==> src/rtl/hazard_stall_if.sv <==
// Pipeline-side bundle for the hazard/stall unit: ID/EX/MEM hazard sources in,
// stall/flush controls and mul/div busy out.
interface hazard_stall_if #(
  parameter int ADDR_LEN = 5
);
  logic [ADDR_LEN-1:0] id_rs_addr;
  logic [ADDR_LEN-1:0] id_rt_addr;
  logic                id_uses_rs;
  logic                id_uses_rt;
  logic                id_branch;
  logic                id_reads_hilo;
  logic                id_md_op;
  logic                branch_taken;
  logic [ADDR_LEN-1:0] ex_wb_addr;
  logic                ex_reg_write;
  logic                ex_mem_read;
  logic [ADDR_LEN-1:0] mem_wb_addr;
  logic                mem_mem_read;
  logic                md_start;
  logic                pc_write_en;
  logic                ifid_write_en;
  logic                idex_bubble;
  logic                ifid_flush;
  logic                md_busy;

  modport master (
    output id_rs_addr, id_rt_addr, id_uses_rs, id_uses_rt, id_branch,
           id_reads_hilo, id_md_op, branch_taken, ex_wb_addr, ex_reg_write,
           ex_mem_read, mem_wb_addr, mem_mem_read, md_start,
    input  pc_write_en, ifid_write_en, idex_bubble, ifid_flush, md_busy
  );

  modport slave (
    input  id_rs_addr, id_rt_addr, id_uses_rs, id_uses_rt, id_branch,
           id_reads_hilo, id_md_op, branch_taken, ex_wb_addr, ex_reg_write,
           ex_mem_read, mem_wb_addr, mem_mem_read, md_start,
    output pc_write_en, ifid_write_en, idex_bubble, ifid_flush, md_busy
  );
endinterface

==> src/rtl/hazard_stall_unit.sv <==
// Stall/flush control for the 5-stage pipeline: load-use, ID-branch and HI/LO hazards.
// Optional HAZARD_PERF_EN adds saturating stall/flush cycle counters.
module hazard_stall_unit #(
  parameter int ADDR_LEN  = 5,
  parameter int MD_CYCLES = 8
) (
  input  logic        clk,
  input  logic        rst,
  hazard_stall_if.slave hz
`ifdef HAZARD_PERF_EN
  ,
  output logic [31:0] perf_stall_cnt_o,
  output logic [31:0] perf_flush_cnt_o
`endif
);
  localparam int MD_CNT_W = $clog2(MD_CYCLES + 1);

  typedef enum logic { MD_IDLE, MD_RUN } md_state_e;

  md_state_e           md_state_q;
  logic [MD_CNT_W-1:0] md_cnt_q;
  logic                md_busy_q;

  // Register 0 is hardwired, so it can never be the source of a hazard.
  function automatic logic hit(input logic [ADDR_LEN-1:0] dst,
                               input logic [ADDR_LEN-1:0] src,
                               input logic                use_f);
    return use_f && (src != '0) && (src == dst);
  endfunction

  logic ex_hit, mem_hit;
  logic load_use, br_ex, br_mem, md_haz, stall;

  assign ex_hit   = hit(hz.ex_wb_addr, hz.id_rs_addr, hz.id_uses_rs) |
                    hit(hz.ex_wb_addr, hz.id_rt_addr, hz.id_uses_rt);
  assign mem_hit  = hit(hz.mem_wb_addr, hz.id_rs_addr, hz.id_uses_rs) |
                    hit(hz.mem_wb_addr, hz.id_rt_addr, hz.id_uses_rt);
  assign load_use = hz.ex_mem_read & ex_hit;
  assign br_ex    = hz.id_branch & hz.ex_reg_write & ex_hit;
  assign br_mem   = hz.id_branch & hz.mem_mem_read & mem_hit;
  assign md_haz   = md_busy_q & (hz.id_reads_hilo | hz.id_md_op);
  assign stall    = load_use | br_ex | br_mem | md_haz;

  // Flush only when not stalled: branch operands are not final during a stall.
  always_comb begin
    hz.pc_write_en   = 1'b0;
    hz.ifid_write_en = 1'b0;
    hz.idex_bubble   = 1'b1;
    hz.ifid_flush    = 1'b0;
    if (!rst) begin
      hz.pc_write_en   = ~stall;
      hz.ifid_write_en = ~stall;
      hz.idex_bubble   = stall;
      hz.ifid_flush    = ~stall & hz.id_branch & hz.branch_taken;
    end
  end

  assign hz.md_busy = md_busy_q;

  // A new md_start always reloads, so the latest op defines when HI/LO is valid.
  always_ff @(posedge clk or posedge rst) begin
    if (rst) begin
      md_state_q <= MD_IDLE;
      md_cnt_q   <= '0;
      md_busy_q  <= 1'b0;
    end else begin
      case (md_state_q)
        MD_IDLE: if (hz.md_start) begin
          md_state_q <= MD_RUN;
          md_cnt_q   <= MD_CNT_W'(MD_CYCLES - 1);
          md_busy_q  <= 1'b1;
        end
        MD_RUN: if (hz.md_start) begin
          md_cnt_q   <= MD_CNT_W'(MD_CYCLES - 1);
        end else if (md_cnt_q == '0) begin
          md_state_q <= MD_IDLE;
          md_busy_q  <= 1'b0;
        end else begin
          md_cnt_q   <= md_cnt_q - 1'b1;
        end
        default: begin
          md_state_q <= MD_IDLE;
          md_busy_q  <= 1'b0;
        end
      endcase
    end
  end

`ifdef HAZARD_PERF_EN
  logic [31:0] perf_stall_q, perf_flush_q;

  always_ff @(posedge clk or posedge rst) begin
    if (rst) begin
      perf_stall_q <= '0;
      perf_flush_q <= '0;
    end else begin
      if (stall && !(&perf_stall_q))          perf_stall_q <= perf_stall_q + 32'd1;
      if (hz.ifid_flush && !(&perf_flush_q))  perf_flush_q <= perf_flush_q + 32'd1;
    end
  end

  assign perf_stall_cnt_o = perf_stall_q;
  assign perf_flush_cnt_o = perf_flush_q;
`endif
endmodule

==> src/flat_wrapper.sv <==
// flat-port wrapper written by rule: the top's interface ports become plain ports
module hazard_stall_unit_flat 
#(
  parameter int ADDR_LEN  = 5,
  parameter int MD_CYCLES = 8
)
  (clk, rst, hz_id_rs_addr, hz_id_rt_addr, hz_id_uses_rs, hz_id_uses_rt, hz_id_branch, hz_id_reads_hilo, hz_id_md_op, hz_branch_taken, hz_ex_wb_addr, hz_ex_reg_write, hz_ex_mem_read, hz_mem_wb_addr, hz_mem_mem_read, hz_md_start, hz_pc_write_en, hz_ifid_write_en, hz_idex_bubble, hz_ifid_flush, hz_md_busy);
  hazard_stall_if #(.ADDR_LEN(ADDR_LEN)) hz_i ();
  input  logic clk;
  input  logic rst;
  input wire logic [$bits(hz_i.id_rs_addr)-1:0] hz_id_rs_addr;
  input wire logic [$bits(hz_i.id_rt_addr)-1:0] hz_id_rt_addr;
  input wire logic [$bits(hz_i.id_uses_rs)-1:0] hz_id_uses_rs;
  input wire logic [$bits(hz_i.id_uses_rt)-1:0] hz_id_uses_rt;
  input wire logic [$bits(hz_i.id_branch)-1:0] hz_id_branch;
  input wire logic [$bits(hz_i.id_reads_hilo)-1:0] hz_id_reads_hilo;
  input wire logic [$bits(hz_i.id_md_op)-1:0] hz_id_md_op;
  input wire logic [$bits(hz_i.branch_taken)-1:0] hz_branch_taken;
  input wire logic [$bits(hz_i.ex_wb_addr)-1:0] hz_ex_wb_addr;
  input wire logic [$bits(hz_i.ex_reg_write)-1:0] hz_ex_reg_write;
  input wire logic [$bits(hz_i.ex_mem_read)-1:0] hz_ex_mem_read;
  input wire logic [$bits(hz_i.mem_wb_addr)-1:0] hz_mem_wb_addr;
  input wire logic [$bits(hz_i.mem_mem_read)-1:0] hz_mem_mem_read;
  input wire logic [$bits(hz_i.md_start)-1:0] hz_md_start;
  output wire logic [$bits(hz_i.pc_write_en)-1:0] hz_pc_write_en;
  output wire logic [$bits(hz_i.ifid_write_en)-1:0] hz_ifid_write_en;
  output wire logic [$bits(hz_i.idex_bubble)-1:0] hz_idex_bubble;
  output wire logic [$bits(hz_i.ifid_flush)-1:0] hz_ifid_flush;
  output wire logic [$bits(hz_i.md_busy)-1:0] hz_md_busy;
  assign hz_i.id_rs_addr = hz_id_rs_addr;
  assign hz_i.id_rt_addr = hz_id_rt_addr;
  assign hz_i.id_uses_rs = hz_id_uses_rs;
  assign hz_i.id_uses_rt = hz_id_uses_rt;
  assign hz_i.id_branch = hz_id_branch;
  assign hz_i.id_reads_hilo = hz_id_reads_hilo;
  assign hz_i.id_md_op = hz_id_md_op;
  assign hz_i.branch_taken = hz_branch_taken;
  assign hz_i.ex_wb_addr = hz_ex_wb_addr;
  assign hz_i.ex_reg_write = hz_ex_reg_write;
  assign hz_i.ex_mem_read = hz_ex_mem_read;
  assign hz_i.mem_wb_addr = hz_mem_wb_addr;
  assign hz_i.mem_mem_read = hz_mem_mem_read;
  assign hz_i.md_start = hz_md_start;
  assign hz_pc_write_en = hz_i.pc_write_en;
  assign hz_ifid_write_en = hz_i.ifid_write_en;
  assign hz_idex_bubble = hz_i.idex_bubble;
  assign hz_ifid_flush = hz_i.ifid_flush;
  assign hz_md_busy = hz_i.md_busy;
  hazard_stall_unit #(.ADDR_LEN(ADDR_LEN), .MD_CYCLES(MD_CYCLES)) u_core (.clk(clk), .rst(rst), .hz(hz_i));
endmodule
==> config.mk <==
export PLATFORM = sky130hd
export DESIGN_NAME = hazard_stall_unit_flat
export DESIGN_NICKNAME = d
export VERILOG_FILES = /design/src/rtl/hazard_stall_if.sv /design/src/rtl/hazard_stall_unit.sv /design/src/flat_wrapper.sv
export SDC_FILE = /design/constraint.sdc
export NUM_CORES = 1
export LEC_CHECK = 0
export CAP_MARGIN = 5
export CORE_MARGIN = 8
export CORE_UTILIZATION = 30
export CTS_CLUSTER_SIZE = 28
export DETAILED_ROUTE_END_ITERATION = 10
export PLACE_DENSITY = 0.73
export SLEW_MARGIN = 0
export SYNTH_ARGS = -nofsm -noshare
export SYNTH_HDL_FRONTEND = slang
export SYNTH_SLANG_ARGS = --single-unit
==> constraint.sdc <==
create_clock -name clk -period 1.94 [get_ports clk]
set_input_delay 0.388 -clock clk [delete_from_list [all_inputs] [get_ports clk]]
set_output_delay 0.388 -clock clk [all_outputs]
set_load 0.1 [all_outputs]
Yosys cells after proc, flatten, opt, wreduce, memory -nomap -nowiden
Cells that the tools add are included.

Register bits after elaboration: 6. Input port bits: 32. Output and inout bits: 5.

$add $sub $neg: 1. Eq/ne operators: 8. Mux-type cells: 15. Bitwise logic cells: 16. Reductions and logical operators: 11.

Operator list (number): $eq A5 B5 Y1 (4); $mux W4 (3); $reduce_bool A5 Y1 (2); $mux W1 (9); $and A1 B1 Y1 (8); $pmux W4 S2 (1); $logic_and A1 B1 Y1 (6); $ne A2 B2 Y1 const B (3); $or A1 B1 Y1 (6); $logic_not A4 Y1 (1); $pmux W1 S2 (2); $sub A4 B1 Y4 const B (1); $ne A3 B3 Y1 const B (1); $reduce_and A3 Y1 (1); $not A1 Y1 (2); $reduce_and A2 Y1 (1).

Logic depth before layout (Yosys ltp)
Word-level depth: 12. Depth in mapped cells: 7.

Worst setup path after synthesis
No wires, ideal clock.

Path kind: input-to-output. Start point: input hz_id_rs_addr[2]. End point: output hz_pc_write_en. Arrival time: 3.134 ns. Required time: 1.552 ns. Setup slack: -1.582 ns. Stages: 6. Buffers on the path: 1. Cells stage by stage: xor2_1 -> nor4_1 -> a22oi_1 -> o221ai_2 -> inv_1 -> buf_4.

Longest elaborated chain between the ends: 10. Elaborated cells on any way between the ends: 16. Those cells by class: eq/ne (2); mux (1); bitwise (9); reduce/logical (4).

Ends and longest elaborated chain: start: declaration (line flat_wrapper.sv:11) `input wire logic [$bits(hz_i.id_rs_addr)-1:0] hz_id_rs_addr;`; $reduce_bool A5 Y1 (line hazard_stall_unit.sv:28) `return use_f && (src != '0) && (src == dst);`; $logic_and A1 B1 Y1 (2 in a row) (line hazard_stall_unit.sv:28); $or A1 B1 Y1 (line hazard_stall_unit.sv:34) `assign ex_hit = hit(hz.ex_wb_addr, hz.id_rs_addr, hz.id_uses_rs) |`; $and A1 B1 Y1, on equally long branches (line hazard_stall_unit.sv:38, hazard_stall_unit.sv:39); $or A1 B1 Y1 (line hazard_stall_unit.sv:42) `assign stall = load_use | br_ex | br_mem | md_haz;`; $or A1 B1 Y1 * (2 in a row) (line hazard_stall_unit.sv:42); $not A1 Y1 *; $mux W1 *; end: declaration (line flat_wrapper.sv:25) `output wire logic [$bits(hz_i.pc_write_en)-1:0] hz_pc_write_en;`.

Mark *: on every way between the ends. The rest lies on a longest branch, timed or not.

Worst setup path after layout
Start point: input hz_ex_wb_addr[3]. End point: output hz_idex_bubble.

Longest elaborated chain between the ends: 8. Elaborated cells on any way between the ends: 11. Those cells by class: eq/ne (2); mux (1); bitwise (6); reduce/logical (2).

Ends and longest elaborated chain: start: declaration (line flat_wrapper.sv:19) `input wire logic [$bits(hz_i.ex_wb_addr)-1:0] hz_ex_wb_addr;`; $eq A5 B5 Y1 (line hazard_stall_unit.sv:28); $logic_and A1 B1 Y1 (line hazard_stall_unit.sv:28); $or A1 B1 Y1 * (line hazard_stall_unit.sv:34); $and A1 B1 Y1, on equally long branches (line hazard_stall_unit.sv:38, hazard_stall_unit.sv:39); $or A1 B1 Y1 * (3 in a row) (line hazard_stall_unit.sv:42); $mux W1 * (line hazard_stall_unit.sv:50) `if (!rst) begin`; end: declaration (line flat_wrapper.sv:27) `output wire logic [$bits(hz_i.idex_bubble)-1:0] hz_idex_bubble;`.

Marked as above.

==> summary.txt <==
Routing
  • Routed Antenna Nets: 0
  • First-pass DRT Iterations: 4
  • DRC viols: 0
  • DRT iter0 DRCs: 22
  • Via count: 677
  • DR vias/cell: between 4 and 5
  • DRT Wirelength: 2.33 mm
  • Avg WL per Cell: 16.2 µm

Clock tree
  • Sink Count: 6
  • CTS tree: done
  • # hold bufs at CTS: 0
  • Cts bufs inserted: 3
  • Clock tree buffer depth: 2
  • Clk_lat worst skew: 240 ps
  • H-tree levels: 1
  • Root buffer cell: clkbuf_4
  • Clock Pin Slew Worst Setup and Hold Paths: ~40 ps

STA
  • Final worst slack: -178 ps
  • Clock skew after layout: between 3 and 4 ps
  • RSZ-0062 raised after global routing: true
  • Relative slew slack: 0.681
  • Final min period: around 2100 ps
  • Final worst path period share: 1.09
  • Max Clk Rate: around 0.47 GHz
  • Worst-margin pin slew: 476 ps
  • Setup-failing EPs final: 4
  • Count of pins over their slew limit: 0
  • Final Hold Vio Count: 0
  • Setup tns final: -657 ps

Critical path
  • Worst setup EP type: output port
  • Crit path max-delay family: buffers and inverters
  • Kind of critical path: in -> out
  • CP Cell Sequence: buf_8, buf_6, xor2_2, nor4_2, a22oi_2, o221ai_4, buf_6, buf_12
  • Worst Path Required: roughly 1600 ps
  • Cell repeated most along the worst path: buf_6
  • Critical Path Start Type: input pin
  • Worst path max stage delay: 310 ps
  • Crit path arrival time: about 1700 ps
  • CP max-delay cell: nor4_2
  • Buf/Inv on CP: 4
  • Crit path max fanout: 3

Yosys
  • Cells after synthesis: 70
  • Mapped cell area: about 590 µm²
  • Post-synthesis sequential area ratio: 0.254
  • Flops & latches, synth: 6
  • Netlist cell types: 21
  • Yosys Warn Count: 0
  • Largest cells by area after synthesis: xor2_1 (30%), dfrtp_1 (25%), nor4_1 (5.3%)
  • Syn nets: 103
  • Synth top area share: 0.296
  • Yosys top cell by area: xor2_1
  • Average cell area after synthesis: ~8.5 µm²

Die
  • Die W: 60.4 µm
  • Die area: 0.00365 mm²
  • Row count: 16
  • I/O pins: 37
  • Die Ht: between 60 and 70 µm
  • Core Box Area: 0.00190 mm²
  • Starting density of the core: 0.311

Finish
  • Final std cells w/o fill: roughly 140
  • Share of layout cells above drive strength 1: 0.496
  • N_diodes: 0
  • Fillcell total: about 150
  • Finished Core Util: 0.628
  • NumNets Final: 152
  • P&R area growth vs syn: 102%
  • Final instance area: 0.00119 mm²

Pwr
  • Flop pwr share: 0.238
  • Power density cells: around 500 mW/mm²
  • Peak supply drop: slightly below 0.0005 V
  • Clock power frac: 0.185
  • Switching power share of the total: 0.413
  • Internal power: 0.354 mW
  • Psw: 0.249 mW
  • Logic gate share of total power: 0.577
  • Static Leak: roughly 0.52 nW

Status
  • Outcome: finished, violations left
  • Violated checks: negative setup slack

Place
  • Post-DP HPWL: roughly 1.7 mm
  • Placer congestion estimate: 0.879
  • Placement Cell Area: between 0.001 and 0.0015 mm²
  • Port Buffers: 36
  • Placed Instances: between 100 and 150

Worst hold path
  • Worst hold path class: in -> async

Global route
  • Initial antenna violation count: 0
  • Gr ovfl total: 0
  • Total GRT Usage: 0.115
  • Vias in the first global route: ~700
  • First-pass GRT wire length: around 3.2 mm
  • Largest net degree at the start of global routing: 7

Run
  • Max-Cap Viols: 0
==> layout by cell type, fill, tap and decap left out, types with 2 or more instances in the layout <==
| cell type | instances |
|---|---|
| nor4_2 | 4 |
| buf_2 | 4 |
| clkbuf_2 | 7 |
| a22oi_2 | 2 |
| buf_4 | 5 |
| buf_6 | 10 |
| nor2_2 | 3 |
| xor2_2 | 4 |
| dfrtp_1 | 6 |
| o21ai_4 | 2 |
| nand2_1 | 4 |
| or4_4 | 2 |
| buf_12 | 4 |
| inv_1 | 6 |
| clkbuf_4 | 3 |
| buf_8 | 2 |
| xor2_1 | 16 |
| clkdlybuf4s15_1 | 2 |
| clkdlybuf4s50_1 | 8 |
| nor2_1 | 4 |
| dlygate4sd2_1 | 2 |
| a31oi_1 | 2 |
| xnor2_1 | 2 |
==> sequential cells by signal (all words and copies together) (netlist names) <==
name	cells
u_core.md_cnt_q	4
u_core.hz.md_busy	1
u_core.md_state_q	1
==> worst paths after layout <==
check                      cells past startpoint                from  slack (ps)            endpoint
setup / recovery                               8    hz_ex_wb_addr[3]        -180      hz_idex_bubble
hold / removal                                 2                 rst         390  u_core.md_cnt_q[2]
setup reg to reg                               7  u_core.md_cnt_q[0]         400  u_core.md_cnt_q[3]
hold reg to reg                                2  u_core.md_cnt_q[1]         550  u_core.md_cnt_q[1]
max in group asynchronous                      2                 rst        1350  u_core.md_cnt_q[1]
min in group clk                               2  u_core.md_cnt_q[1]         550  u_core.md_cnt_q[1]
==> power groups by stage <==
stage | Sequential [mW] | Clock [mW] | Combinational, mW
CTS | 0.143 | 0.118 | 0.329
floorplan | 0.170 | 0 | 0.145
detailed placement | 0.145 | 0 | 0.322
global placement | 0.144 | 0 | 0.318
finish | 0.143 | 0.111 | 0.348
global route | 0.145 | 0.122 | 0.365
==> routing by layer <==
layer / vias up / part of all wire / global-route usage
li1: 334 / - / -
met1: 312 / 0.42 / 0.133
met2: 29 / 0.48 / 0.191
met3: 2 / 0.096 / 0.0360
met4: 0 / 0.0052 / 0.0498
met5: - / 0 / 0
==> synth_stat cells <==
library cell  instances
xor2_1               20
inv_1                 7
dfrtp_1               6
nor2_1                6
nand2_1               5
nor4_1                5
a21oi_1               2
a22oi_1               2
a31oi_1               2
o21ai_2               2
or4_1                 2
xnor2_1               2
and3_1                1
buf_4                 1
ha_1                  1
nor2_2                1
o211ai_1              1
o21a_1                1
o21ai_0               1
o221ai_2              1
o31ai_2               1
==> kinds of logic (layout without fill, tap and decap cells) <==
| group | Yosys count | count (layout) | share of synthesized area |
|---|---|---|---|
| compound gates | 13 | 13 | 0.173 |
| flops | 6 | 6 | 0.254 |
| xor+xnor | 22 | 22 | 0.326 |
| buf+inv | 8 | 55 | 0.0571 |
| fa+ha+maj | 1 | 1 | 0.0211 |
| simple gates | 20 | 20 | 0.169 |
==> worst register-to-register path: cells and delay by family, from the launching register on <==
family	cells	cell delay (ps)
compound gates	1	410
buf+inv	2	140
xor+xnor	1	160
fa+ha+maj	1	180
flops	1	370
simple gates	2	170
==> layout make-up <==
class / count / area (µm²) / area share
flip-flops and latches: 6 / 150 / 0.126
well taps: 27 / 33.8 / 0.0283
clock buffers: 3 / 22.5 / 0.0188
repair buffers: 45 / 444 / 0.372
multi-input cells: 56 / 518 / 0.434
inverters: 7 / 26.3 / 0.0220
==> what timing repair did <==
| item | CTS | global route |
|---|---|---|
| setup endpoints to repair | 4 | 4 |
| cloned | 0 | 0 |
| pin swaps | 13 | 12 |
| buffers inserted | 1 | 0 |
| gates resized for setup | 79 | 32 |
==> through the flow <==
stage	total power [mW]	setup WS (ps)	hold WS, ps
after floorplan	0.315	-1120	179
after detailed placement	0.467	-568	549
after global routing	0.632	-246	428
final	0.602	-178	392
after CTS	0.590	-217	396
after global placement	0.462	-563	516
No activity file was read; power rests on OpenSTA's default activity.
